### config.mk
export PLATFORM = sky130hd
export DESIGN_NAME = jtframe_sdram64_arb_flat
export DESIGN_NICKNAME = d
export VERILOG_FILES = /design/src/rtl/jtframe_sdram64_pkg.sv /design/src/rtl/jtframe_sdram64_arb_if.sv /design/src/rtl/jtframe_sdram64_rr.sv /design/src/rtl/jtframe_sdram64_arb.sv /design/src/flat_wrapper.sv
export SDC_FILE = /design/constraint.sdc
export NUM_CORES = 1
export LEC_CHECK = 0
export CORE_MARGIN = 2
export CORE_UTILIZATION = 50
export CTS_BUF_LIST = sky130_fd_sc_hd__clkbuf_4
export CTS_CLUSTER_SIZE = 20
export DETAILED_ROUTE_END_ITERATION = 10
export DONT_BUFFER_PORTS = 1
export GPL_TIMING_DRIVEN = 0
export PLACE_DENSITY = 0.7
export SYNTH_ARGS = -nofsm -noshare
export SYNTH_HDL_FRONTEND = slang
export SYNTH_SLANG_ARGS = --single-unit
### constraint.sdc
create_clock -name clk -period 2.4 [get_ports clk]
set_input_delay 0.48 -clock clk [delete_from_list [all_inputs] [get_ports clk]]
set_output_delay 0.48 -clock clk [all_outputs]
set_load 0.02 [all_outputs]
### src/rtl/jtframe_sdram64_pkg.sv
// Shared definitions for the 64-bit SDRAM controller: SDRAM command encodings
// ({/CS,/RAS,/CAS,/WE}) and the command-bus arbiter state encoding.
package jtframe_sdram64_pkg;

  localparam logic [3:0] CMD_LOAD_MODE  = 4'b0000;
  localparam logic [3:0] CMD_REFRESH    = 4'b0001;
  localparam logic [3:0] CMD_PRECHARGE  = 4'b0010;
  localparam logic [3:0] CMD_ACTIVE     = 4'b0011;
  localparam logic [3:0] CMD_WRITE      = 4'b0100;
  localparam logic [3:0] CMD_READ       = 4'b0101;
  localparam logic [3:0] CMD_BURST_STOP = 4'b0110;
  localparam logic [3:0] CMD_NOP        = 4'b0111;
  localparam logic [3:0] CMD_INHIBIT    = 4'b1000;

  typedef enum logic [1:0] {
    IDLE  = 2'd0,
    GRANT = 2'd1,
    OWN   = 2'd2
  } arb_state_t;

  localparam int WD_W = 8;

endpackage

### src/rtl/jtframe_sdram64_arb_if.sv
// Command-bus sharing interface: bank/refresh requesters on one side,
// the arbiter and the registered SDRAM pins on the other.
interface jtframe_sdram64_arb_if #(
  parameter int BANKS = 4
);
  logic [BANKS-1:0]    bank_br;
  logic [BANKS-1:0]    bank_busy;
  logic [4*BANKS-1:0]  bank_cmd;
  logic [13*BANKS-1:0] bank_a;
  logic [BANKS-1:0]    bank_bg;
  logic                rfsh_br;
  logic                rfsh_busy;
  logic [3:0]          rfsh_cmd;
  logic [12:0]         rfsh_a;
  logic                rfsh_bg;
  logic [3:0]          sdram_cmd;
  logic [12:0]         sdram_a;
  logic [1:0]          sdram_ba;

  modport master (
    output bank_br, bank_busy, bank_cmd, bank_a,
    output rfsh_br, rfsh_busy, rfsh_cmd, rfsh_a,
    input  bank_bg, rfsh_bg, sdram_cmd, sdram_a, sdram_ba
  );

  modport slave (
    input  bank_br, bank_busy, bank_cmd, bank_a,
    input  rfsh_br, rfsh_busy, rfsh_cmd, rfsh_a,
    output bank_bg, rfsh_bg, sdram_cmd, sdram_a, sdram_ba
  );
endinterface

### src/rtl/jtframe_sdram64_rr.sv
// Combinational round-robin picker: first set request at or above rr, wrapping
// modulo N (N a power of two). Shared with the bank request queue.
module jtframe_sdram64_rr #(
  parameter int N = 4,
  parameter int W = $clog2(N + 1)
) (
  input  logic [N-1:0] req,
  input  logic [W-1:0] rr,
  output logic [N-1:0] onehot,
  output logic [W-1:0] idx,
  output logic         any
);
  localparam int IW = (N > 1) ? $clog2(N) : 1;

  logic [IW-1:0] j;

  // NOTE: every output and temporary gets a default before any branch so the
  // block stays purely combinational; a path that skips an assignment infers a latch.
  always_comb begin
    onehot = '0;
    idx    = '0;
    any    = |req;
    j      = '0;
    // Scan from the farthest slot down so the nearest match is written last.
    for (int k = N - 1; k >= 0; k--) begin
      j = IW'(int'(rr) + k);
      if (req[j]) begin
        onehot    = '0;
        onehot[j] = 1'b1;
        idx       = W'(j);
      end
    end
  end

endmodule

### src/rtl/jtframe_sdram64_arb.sv
// SDRAM command-bus arbiter: refresh has absolute priority, banks are served
// round-robin, and the owner's command/address drive the registered pins.
module jtframe_sdram64_arb
  import jtframe_sdram64_pkg::*;
#(
  parameter int BANKS  = 4,
  parameter int OWNMAX = 64
) (
  input  logic                clk,
  input  logic                rst_n,
  jtframe_sdram64_arb_if.slave bus,
  output logic                ovf
);
  localparam int W  = $clog2(BANKS + 1);
  localparam int IW = (BANKS > 1) ? $clog2(BANKS) : 1;
  localparam logic [W-1:0] RFSH_ID = W'(BANKS);

  arb_state_t  st, st_nx;
  logic [W-1:0] owner, owner_nx, rr, rr_nx;
  logic         grant_bank, grant_rfsh;

  logic [BANKS-1:0] pick_oh;
  logic [W-1:0]     pick_idx;
  logic             pick_any;
  logic [IW-1:0]    pick_next;

  logic [3:0]  cmd_arr [BANKS];
  logic [12:0] a_arr   [BANKS];

  logic          owner_is_rfsh, owner_busy;
  logic [IW-1:0] owner_bank;
  logic [3:0]    owner_cmd;
  logic [12:0]   owner_a;
  logic [1:0]    owner_ba;

  logic [BANKS-1:0] bank_bg_q;
  logic             rfsh_bg_q;
  logic [3:0]       cmd_q;
  logic [12:0]      a_q;
  logic [1:0]       ba_q;

  logic [WD_W-1:0] wd_cnt;
  logic [WD_W:0]   wd_inc;

  for (genvar i = 0; i < BANKS; i++) begin : g_unpack
    assign cmd_arr[i] = bus.bank_cmd[4*i +: 4];
    assign a_arr[i]   = bus.bank_a[13*i +: 13];
  end

  jtframe_sdram64_rr #(.N(BANKS), .W(W)) u_rr (
    .req    (bus.bank_br),
    .rr     (rr),
    .onehot (pick_oh),
    .idx    (pick_idx),
    .any    (pick_any)
  );

  assign pick_next     = pick_idx[IW-1:0] + IW'(1);
  assign owner_is_rfsh = (owner == RFSH_ID);
  assign owner_bank    = owner[IW-1:0];
  assign owner_busy    = owner_is_rfsh ? bus.rfsh_busy : bus.bank_busy[owner_bank];
  assign owner_cmd     = owner_is_rfsh ? bus.rfsh_cmd  : cmd_arr[owner_bank];
  assign owner_a       = owner_is_rfsh ? bus.rfsh_a    : a_arr[owner_bank];
  assign owner_ba      = owner_is_rfsh ? 2'd0          : 2'(owner_bank);

  // NOTE: state is updated with non-blocking assignments so every register
  // samples the pre-edge values, independent of statement order.
  always_ff @(posedge clk) begin
    if (!rst_n) begin
      st    <= IDLE;
      owner <= '0;
      rr    <= '0;
    end else begin
      st    <= st_nx;
      owner <= owner_nx;
      rr    <= rr_nx;
    end
  end

  always_comb begin
    st_nx      = st;
    owner_nx   = owner;
    rr_nx      = rr;
    grant_bank = 1'b0;
    grant_rfsh = 1'b0;
    unique case (st)
      IDLE: begin
        // A pending refresh blocks new bank grants until the banks go quiet.
        if (bus.rfsh_br && bus.bank_busy == '0) begin
          grant_rfsh = 1'b1;
          owner_nx   = RFSH_ID;
          st_nx      = GRANT;
        end else if (!bus.rfsh_br && pick_any) begin
          grant_bank = 1'b1;
          owner_nx   = pick_idx;
          rr_nx      = W'(pick_next);
          st_nx      = GRANT;
        end
      end
      GRANT: st_nx = OWN;
      OWN:   if (!owner_busy) st_nx = IDLE;
      default: st_nx = IDLE;
    endcase
  end

  always_ff @(posedge clk) begin
    if (!rst_n) begin
      bank_bg_q <= '0;
      rfsh_bg_q <= 1'b0;
    end else begin
      bank_bg_q <= grant_bank ? pick_oh : '0;
      rfsh_bg_q <= grant_rfsh;
    end
  end

  // Pins show the owner's command one cycle late; address and bank hold outside OWN.
  always_ff @(posedge clk) begin
    if (!rst_n) begin
      cmd_q <= CMD_NOP;
      a_q   <= '0;
      ba_q  <= '0;
    end else if (st == OWN) begin
      cmd_q <= owner_cmd;
      a_q   <= owner_a;
      ba_q  <= owner_ba;
    end else begin
      cmd_q <= CMD_NOP;
    end
  end

  assign wd_inc = {1'b0, wd_cnt} + (WD_W+1)'(1);

  always_ff @(posedge clk) begin
    if (!rst_n) begin
      wd_cnt <= '0;
      ovf    <= 1'b0;
    end else begin
      if (st == GRANT)
        wd_cnt <= '0;
      else if (st == OWN && wd_cnt != '1)
        wd_cnt <= wd_inc[WD_W-1:0];
      if (st == OWN && wd_inc >= (WD_W+1)'(OWNMAX))
        ovf <= 1'b1;
    end
  end

  assign bus.bank_bg   = bank_bg_q;
  assign bus.rfsh_bg   = rfsh_bg_q;
  assign bus.sdram_cmd = cmd_q;
  assign bus.sdram_a   = a_q;
  assign bus.sdram_ba  = ba_q;

endmodule
### src/flat_wrapper.sv
// flat-port wrapper written by rule: the top's interface ports become plain ports
module jtframe_sdram64_arb_flat import jtframe_sdram64_pkg::*;
#(
  parameter int BANKS  = 4,
  parameter int OWNMAX = 64
)
  (clk, rst_n, ovf, bus_bank_br, bus_bank_busy, bus_bank_cmd, bus_bank_a, bus_rfsh_br, bus_rfsh_busy, bus_rfsh_cmd, bus_rfsh_a, bus_bank_bg, bus_rfsh_bg, bus_sdram_cmd, bus_sdram_a, bus_sdram_ba);
  jtframe_sdram64_arb_if #(.BANKS(BANKS)) bus_i ();
  input  logic clk;
  input  logic rst_n;
  output logic ovf;
  input wire logic [$bits(bus_i.bank_br)-1:0] bus_bank_br;
  input wire logic [$bits(bus_i.bank_busy)-1:0] bus_bank_busy;
  input wire logic [$bits(bus_i.bank_cmd)-1:0] bus_bank_cmd;
  input wire logic [$bits(bus_i.bank_a)-1:0] bus_bank_a;
  input wire logic [$bits(bus_i.rfsh_br)-1:0] bus_rfsh_br;
  input wire logic [$bits(bus_i.rfsh_busy)-1:0] bus_rfsh_busy;
  input wire logic [$bits(bus_i.rfsh_cmd)-1:0] bus_rfsh_cmd;
  input wire logic [$bits(bus_i.rfsh_a)-1:0] bus_rfsh_a;
  output wire logic [$bits(bus_i.bank_bg)-1:0] bus_bank_bg;
  output wire logic [$bits(bus_i.rfsh_bg)-1:0] bus_rfsh_bg;
  output wire logic [$bits(bus_i.sdram_cmd)-1:0] bus_sdram_cmd;
  output wire logic [$bits(bus_i.sdram_a)-1:0] bus_sdram_a;
  output wire logic [$bits(bus_i.sdram_ba)-1:0] bus_sdram_ba;
  assign bus_i.bank_br = bus_bank_br;
  assign bus_i.bank_busy = bus_bank_busy;
  assign bus_i.bank_cmd = bus_bank_cmd;
  assign bus_i.bank_a = bus_bank_a;
  assign bus_i.rfsh_br = bus_rfsh_br;
  assign bus_i.rfsh_busy = bus_rfsh_busy;
  assign bus_i.rfsh_cmd = bus_rfsh_cmd;
  assign bus_i.rfsh_a = bus_rfsh_a;
  assign bus_bank_bg = bus_i.bank_bg;
  assign bus_rfsh_bg = bus_i.rfsh_bg;
  assign bus_sdram_cmd = bus_i.sdram_cmd;
  assign bus_sdram_a = bus_i.sdram_a;
  assign bus_sdram_ba = bus_i.sdram_ba;
  jtframe_sdram64_arb #(.BANKS(BANKS), .OWNMAX(OWNMAX)) u_core (.clk(clk), .rst_n(rst_n), .bus(bus_i), .ovf(ovf));
endmodule
# Word-level counts from Yosys, hierarchy flattened
# Cells that the tools add are included.
dict set report op_classes {
  add_sub_neg 5
  n_mul 0
  n_div 0
  order_cmp 11
  n_eq_ne 6
  n_shift 0
  n_mux 46
  bitwise_logic 3
  n_reduce_logical 20
}
# cell count
set op_table {}
lappend op_table {{two-way mux 13 bit} 3}
lappend op_table {{two-way mux 4 bit} 7}
lappend op_table {{binary-select mux 13 bit (select 2 bit)} 1}
lappend op_table {{< comparator 2 x 3 -> 1 bit, second input constant} 5}
lappend op_table {{two-way mux 3 bit} 5}
lappend op_table {{two-way mux 1 bit} 14}
lappend op_table {{binary-select mux 1 bit (select 2 bit)} 5}
lappend op_table {{two-way mux 2 bit} 5}
lappend op_table {{AND reduction 2 bit} 5}
lappend op_table {{adder 8 x 1 -> 9 bit, second input constant} 1}
lappend op_table {{greater-or-equal comparator 9 x 7 -> 1 bit, second input constant} 1}
lappend op_table {{binary-select mux 4 bit (select 2 bit)} 1}
lappend op_table {{demux 1 bit (select 2 bit)} 4}
lappend op_table {{greater-or-equal comparator 2 x 1 -> 1 bit, second input constant} 4}
lappend op_table {{logical AND 1 bit} 8}
lappend op_table {{inequality test 8 bit, second input constant} 1}
lappend op_table {{one-hot mux 2 bit (3 select lines)} 1}
lappend op_table {{adder 2 x 1 -> 2 bit, second input constant} 2}
lappend op_table {{adder 2 bit, second input constant} 2}
lappend op_table {{zero test 4 bit} 1}
lappend op_table {{OR reduction 4 bit} 1}
lappend op_table {{== test 3 bit, second input constant} 1}
lappend op_table {{greater-or-equal comparator 3 bit, second input constant} 1}
lappend op_table {{inequality test 3 x 1 -> 1 bit, second input constant} 1}
lappend op_table {{10 further kinds} 11}
dict set report word_totals {
  reg_bits 40
  latch_bits 0
  ram_bits 0
  rom_bits 0
  inputBits 97
  out_inout_bits 25
  elab_cells 101
  n_memories 0
}

# Logic depth before layout (Yosys ltp)
dict set report logic_depth {
  word_depth 9
  ltp_mapped 8
  depth_no_buf 7
}

# Cells and area by module
# From an unflattened synthesis, not the netlist that was laid out.
dict set report unflattened {
  cells_unflattened 309
  hier_area_um2 2751.4
}
# mod instances cells_each area_each_um2 seq_area_each_um2
set by_module_without_submodules {}
lappend by_module_without_submodules {jtframe_sdram64_arb 1 240 2209.6 800.8}
lappend by_module_without_submodules {jtframe_sdram64_rr 1 69 541.8 0.0}

# Worst setup path after synthesis
# OpenSTA, ideal clock, no wires.
dict set report synth_path {
  path_type {flip-flop to flip-flop}
  start {register u_core.rr[0]}
  end {register u_core.bank_bg_q[0] (netlist: u_core.bus.bank_bg[0])}
  setup_time_ps 117
  arrival_time_ps 2187
  t_required_ps 2283
  slack_ps 96
  path_stages_with_launch 9
  path_buffers 1
  synth_period_minus_slack_ps 2304
  path_cell_list {dfxtp_1 -> buf_2 -> inv_1 -> ha_1 -> mux2_2 -> nor2_1 -> a21oi_1 -> a221o_1 -> a32o_1}
}
dict set report synth_via {
  elab_chain_cells 9
  elab_cells_between_ends 35
  cone_classes {3 x add/sub; 8 x order compare; 20 x mux; 4 x reduce/logical}
}
# element line_no
set synth_rtl {}
lappend synth_rtl {{start: declaration} jtframe_sdram64_arb.sv:19} ;# logic [W-1:0] owner, owner_nx, rr, rr_nx;
lappend synth_rtl {{start signal: assignment} jtframe_sdram64_arb.sv:76} ;# rr <= rr_nx;
lappend synth_rtl {{adder 2 bit} jtframe_sdram64_rr.sv:26} ;# j = IW'(int'(rr) + k);
lappend synth_rtl {{< comparator 2 x 3 -> 1 bit (implied by the code) or greater-or-equal comparator 2 x 1 -> 1 bit (tied branches)} jtframe_sdram64_rr.sv:29} ;# onehot[j] = 1'b1;
lappend synth_rtl {{logical AND 1 bit (implied by the code)} jtframe_sdram64_rr.sv:29}
lappend synth_rtl {{two-way mux 1 bit (implied by the code)} jtframe_sdram64_rr.sv:29}
lappend synth_rtl {{demux 1 bit (select 2 bit)} jtframe_sdram64_rr.sv:29}
lappend synth_rtl {{two-way mux 4 bit (3 in series)} jtframe_sdram64_rr.sv:27} ;# if (req[j]) begin
lappend synth_rtl {{two-way mux 4 bit (*)} jtframe_sdram64_rr.sv:27}
lappend synth_rtl {{end signal: assignment} jtframe_sdram64_arb.sv:111} ;# bank_bg_q <= grant_bank ? pick_oh : '0;
lappend synth_rtl {{end: declaration} jtframe_sdram64_arb.sv:36} ;# logic [BANKS-1:0] bank_bg_q;
# Mark *: on every way between the ends. The rest lies on a longest branch, timed or not. The select of a mux whose other input is x is not followed.
# A chain may end at the register's enable or synchronous reset.

# Worst setup path after layout
dict set report layout_path {
  start {register u_core.rr[0]}
  end {register u_core.bank_bg_q[2] (netlist: u_core.bus.bank_bg[2])}
}
# Same word-level chain as after synthesis.

==> results <==
- The slowest stage of the critical path is the dfxtp_2 cell.
- The signed area change from the synthesized netlist to the final layout is 6.578%.
- For this run the aggregate overflow at the end of global routing stands at 0.
- The worst hold path belongs to the class primary input to register.
- Among all flip-flop cells after synthesis, the most frequent one is dfxtp_1.
- The maximum fanout encountered on the critical timing path is 10.
- Pin placement for this block handled 122 I/O pins.
- The clock-pin slew reported for the worst setup and hold paths after clock tree synthesis is 0.11 ns.
- In this run, synthesis produced a sequential element count of 40.
- Detailed routing inserted a total of 2,154 vias.
- For this design the static power due to leakage is 0.8822 nW.
- In this run the deepest clock path goes through 2 buffers.
- The floorplan step set the die width to 73.79 um.
- The total area of multi-input combinational cells is 1556 um^2.
- The CTS sink count is 40.
- The final cell area excluding filler cells is 2595 um^2.
- The placed cell area is 2519 um^2.
- The overall power of the completed layout is 1.495 mW.
- The cell count after synthesis came out at 275.
- The count of flip-flops with a built-in enable after synthesis is 0.
- The sort of element at the end of the critical path is a register.
- Walking the worst path, the cells encountered are buf_4, inv_1, ha_4, mux2_2, nor2_1, a21oi_2, a221o_1, a32o_1.
- After Yosys synthesis, full adders, half adders and majority gates account for 4.625% of the synthesized area.
- Counting every net in the synthesized netlist gives 381.
- After synthesis the cells add up to 2435 um^2.
- The library cells used most frequently in the layout, excluding fill and tap cells, are dfxtp_1 (39), nor2_1 (35), a21oi_1 (32), mux2i_1 (24), a211oi_1 (15).
- Counting instances, the worst hold path has a depth of 2.
- The cell count after placement is 342.
- Summing the areas of all and, or, nand and nor instances in the mapped netlist gives 15.26% of the synthesized area.
- The Yosys step of the flow raised 0 warnings.
- TritonCTS built the clock tree.
- The number of buffers and inverters on the critical path is 2.
- The peak ir drop on the vdd network is 242.4 uV.
- The synthesized-area fraction occupied by ao, oa, aoi and oai cells is 25.54%.
- The placer congestion estimate is 0.8201.
- Summing all flip-flop and latch instances after layout gives 802.0 um^2.
- The final critical delay including setup and external delays is 2.312 ns.
- The share of final-layout standard cells stronger than drive strength 1 is 9.894%.
- Across all hold checks on the routed design, the worst slack comes to 0.3086 ns.
- Once the floorplan was initialized, standard cells occupied 51.55% of the core.
- The max-cap violation count is 0.
- The worst setup path is launched from a register.
- Between clock sinks in the finished design, the worst skew comes to 0.005893 ns.
- After routing, the total negative slack on setup checks comes to 0 ns.
- The mean area per synthesized cell is 8.854 um^2.
- The remaining design rule violation count is 0.
- Of the post-synthesis cell area, the part taken by muxes is 16.03%.
- The total count of hold-check failures in the final report is 0.
- After layout, the worst path uses 96.34% of the clock period.
- The number of hold buffers added after CTS is 0.
- The cell family contributing the most delay on the critical path is compound AO/OA/AOI/OAI gates.
- The xor/xnor cell area share of the yosys netlist is 1.799%.
- 0 antenna diodes ended up in the layout.
- The clock tree root driver cell is clkbuf_4.
- In this run the number of H-tree levels came out at 2.
- The count of fill cells added during filler insertion is 452.
- The wire length of the first global-routing pass is 9142 um.
- Of all flip-flops after synthesis, the portion carrying an async set or reset was 0%.
- The distinct cell type count of the synthesized netlist is 40.
- The count of standard-cell rows is 25.
- Derived from the worst setup path, the maximum achievable clock frequency is 432.5 MHz.
- The placed wire-length estimate is 4709 um.
- The overall routing resource usage is 22.21%.
- Once detail routing completed, the nets flagged for antenna violations numbered 0.
- The per-cell routed wire length is 17.23 um.
- The library cell used most frequently in the layout, excluding fill and tap cells, is dfxtp_1.
- The arrival time at the worst endpoint is 2.56 ns.
- The initial antenna violation count is 0.
- The maximum number of pins on one net before global-route repair is 12.
- The number of nets in the final layout is 388.
- The relative slew slack is 62.40%.
- The critical path is of the register to register type.
- The critical path depth is 8.
- The total count of max-transition violations in the final report is 0.
- The vias per cell is 6.154.
- Setup violations remaining at the end of the flow were counted as 0.
- The slew at the pin closest to its max-slew limit is 0.5641 ns.
- After floorplanning, the core was sized to cover 4723 um^2.
- The required time of the worst setup path is 2.64 ns.
- The detailed router finished its first iteration with 79 violations.
- The peak per-stage delay on the critical path is 0.44 ns.
- After the flow finishes, the layout carries non-filler instances totaling 350.
- Once the clock tree was built, the setup fixing pass inserted 0 buffers.
- For this run, the register share of the synthesized area comes to 32.89%.
- The number of cells on the worst reg-to-reg path is 8.
- The via count of the first global-routing pass is 1,952.
- The pre-antenna-repair detailed-routing pass consisted of 4 iterations.
- The number of clock buffers added by TritonCTS is 5.
- Dividing total power by cell area gives a power density of 575.9 nW/um^2.
- The number of port buffers is 0.
- Setup repair after global routing left no endpoint under its margin.
- The floorplan step set the die height to 73.79 um.
- The die covers 5444 um^2.
- The final layout contains routed wiring with a total length of 6031 um.
- The later pin in the worst-skew pair is clocked with a latency of 0.34 ns.
- The dominant combinational cell family by area after synthesis is compound AO/OA/AOI/OAI gates.
- The run finished with clean final reports.
## routing by layer
layer	track usage (%)	vias to the layer above	routed length, um	part of all wire, %
li1	-	1052	-	-
met2	37.20	90	2962	49
met3	4.801	8	306	5.1
met1	28.62	1004	2678	44
met5	0	-	0	0
met4	6.465	0	83	1.4
## worst register-to-register path, cell delays in order, from the launching register on
cell     delay (ns)
dfxtp_2        0.44
buf_4          0.20
inv_1          0.13
ha_4           0.32
mux2_2         0.34
nor2_1         0.14
a21oi_2        0.10
a221o_1        0.29
a32o_1         0.25
## stage by stage
| step | setup WS [ns] | utilization, % |
|---|---|---|
| 2_1_floorplan | 0.09564 | - |
| 3_3_place_gp | -0.1574 | 53.32 |
| 3_5_place_dp | -0.1929 | 53.32 |
| 4_1_cts | 0.06076 | 54.86 |
| 5_1_grt | 0.006563 | 54.94 |
| 6_report | 0.08796 | 54.94 |
## final timing paths
kind | startpoint | to | slack (ns)
worst max-delay path | u_core.rr[0] | u_core.bus.bank_bg[2] | 0.09
worst min-delay path | bus_rfsh_cmd[0] | u_core.bus.sdram_cmd[0] | 0.31
worst max register to register | u_core.rr[0] | u_core.bus.bank_bg[2] | 0.09
worst min register to register | u_core.wd_cnt[4] | u_core.wd_cnt[4] | 0.52
## what timing repair did
action | in CTS | in global routing
hold endpoints to repair | 0 | 0
gates cloned | 0 | 0
gates resized for setup | 3 | 1
setup endpoints to repair | 6 | 4
## power by group
| part | switching, mW | internal (mW) | leakage [nW] | total [mW] |
|---|---|---|---|---|
| Sequential | 0.0537 | 0.697 | 0.325 | 0.751 |
| Clock | 0.203 | 0.135 | 0.0338 | 0.339 |
| Combinational | 0.221 | 0.184 | 0.523 | 0.405 |
## registers in the layout (all words and copies together) (netlist names)
signal,cells
u_core.bus.sdram_a,13
u_core.wd_cnt,8
u_core.rr,2
u_core.bus.rfsh_bg,1
u_core.bus.bank_bg,4
u_core.ovf,1
u_core.bus.sdram_cmd,4
u_core.st,2
u_core.owner,3
u_core.bus.sdram_ba,2
## final cells by class
cell class / instances / area share [%]
clock inverter: 1 / 0.1446
buffer: 18 / 3.134
inverter: 4 / 0.5786
clock buffer: 7 / 2.025
tap: 67 / 3.230
multi-input combinational: 213 / 59.98
sequential: 40 / 30.91
## cells in the mapped netlist (6+ instances only)
cell type / n / area [um^2]
clkbuf_1: 14 / 52.55
dfxtp_1: 40 / 800.8
nand2_1: 7 / 26.28
a21oi_1: 33 / 165.2
a221oi_1: 13 / 113.9
mux2i_1: 24 / 240.2
a211oi_1: 15 / 112.6
mux2_2: 6 / 67.56
nand2b_1: 7 / 43.79
nor2_1: 35 / 131.4
ha_1: 9 / 112.6
a22oi_1: 7 / 52.55
## logic make-up (layout without fill, tap and decap cells)
family | after synthesis | after routing
AOI/OAI and AO/OA | 89 | 89
xor gates and xnor gates | 5 | 5
adders and majority gates | 9 | 9
buffers and inverters | 22 | 30
DFF | 40 | 40
muxes | 34 | 34
and+or+nand+nor | 76 | 76
Note: power is estimated with default switching activity, not from simulation.
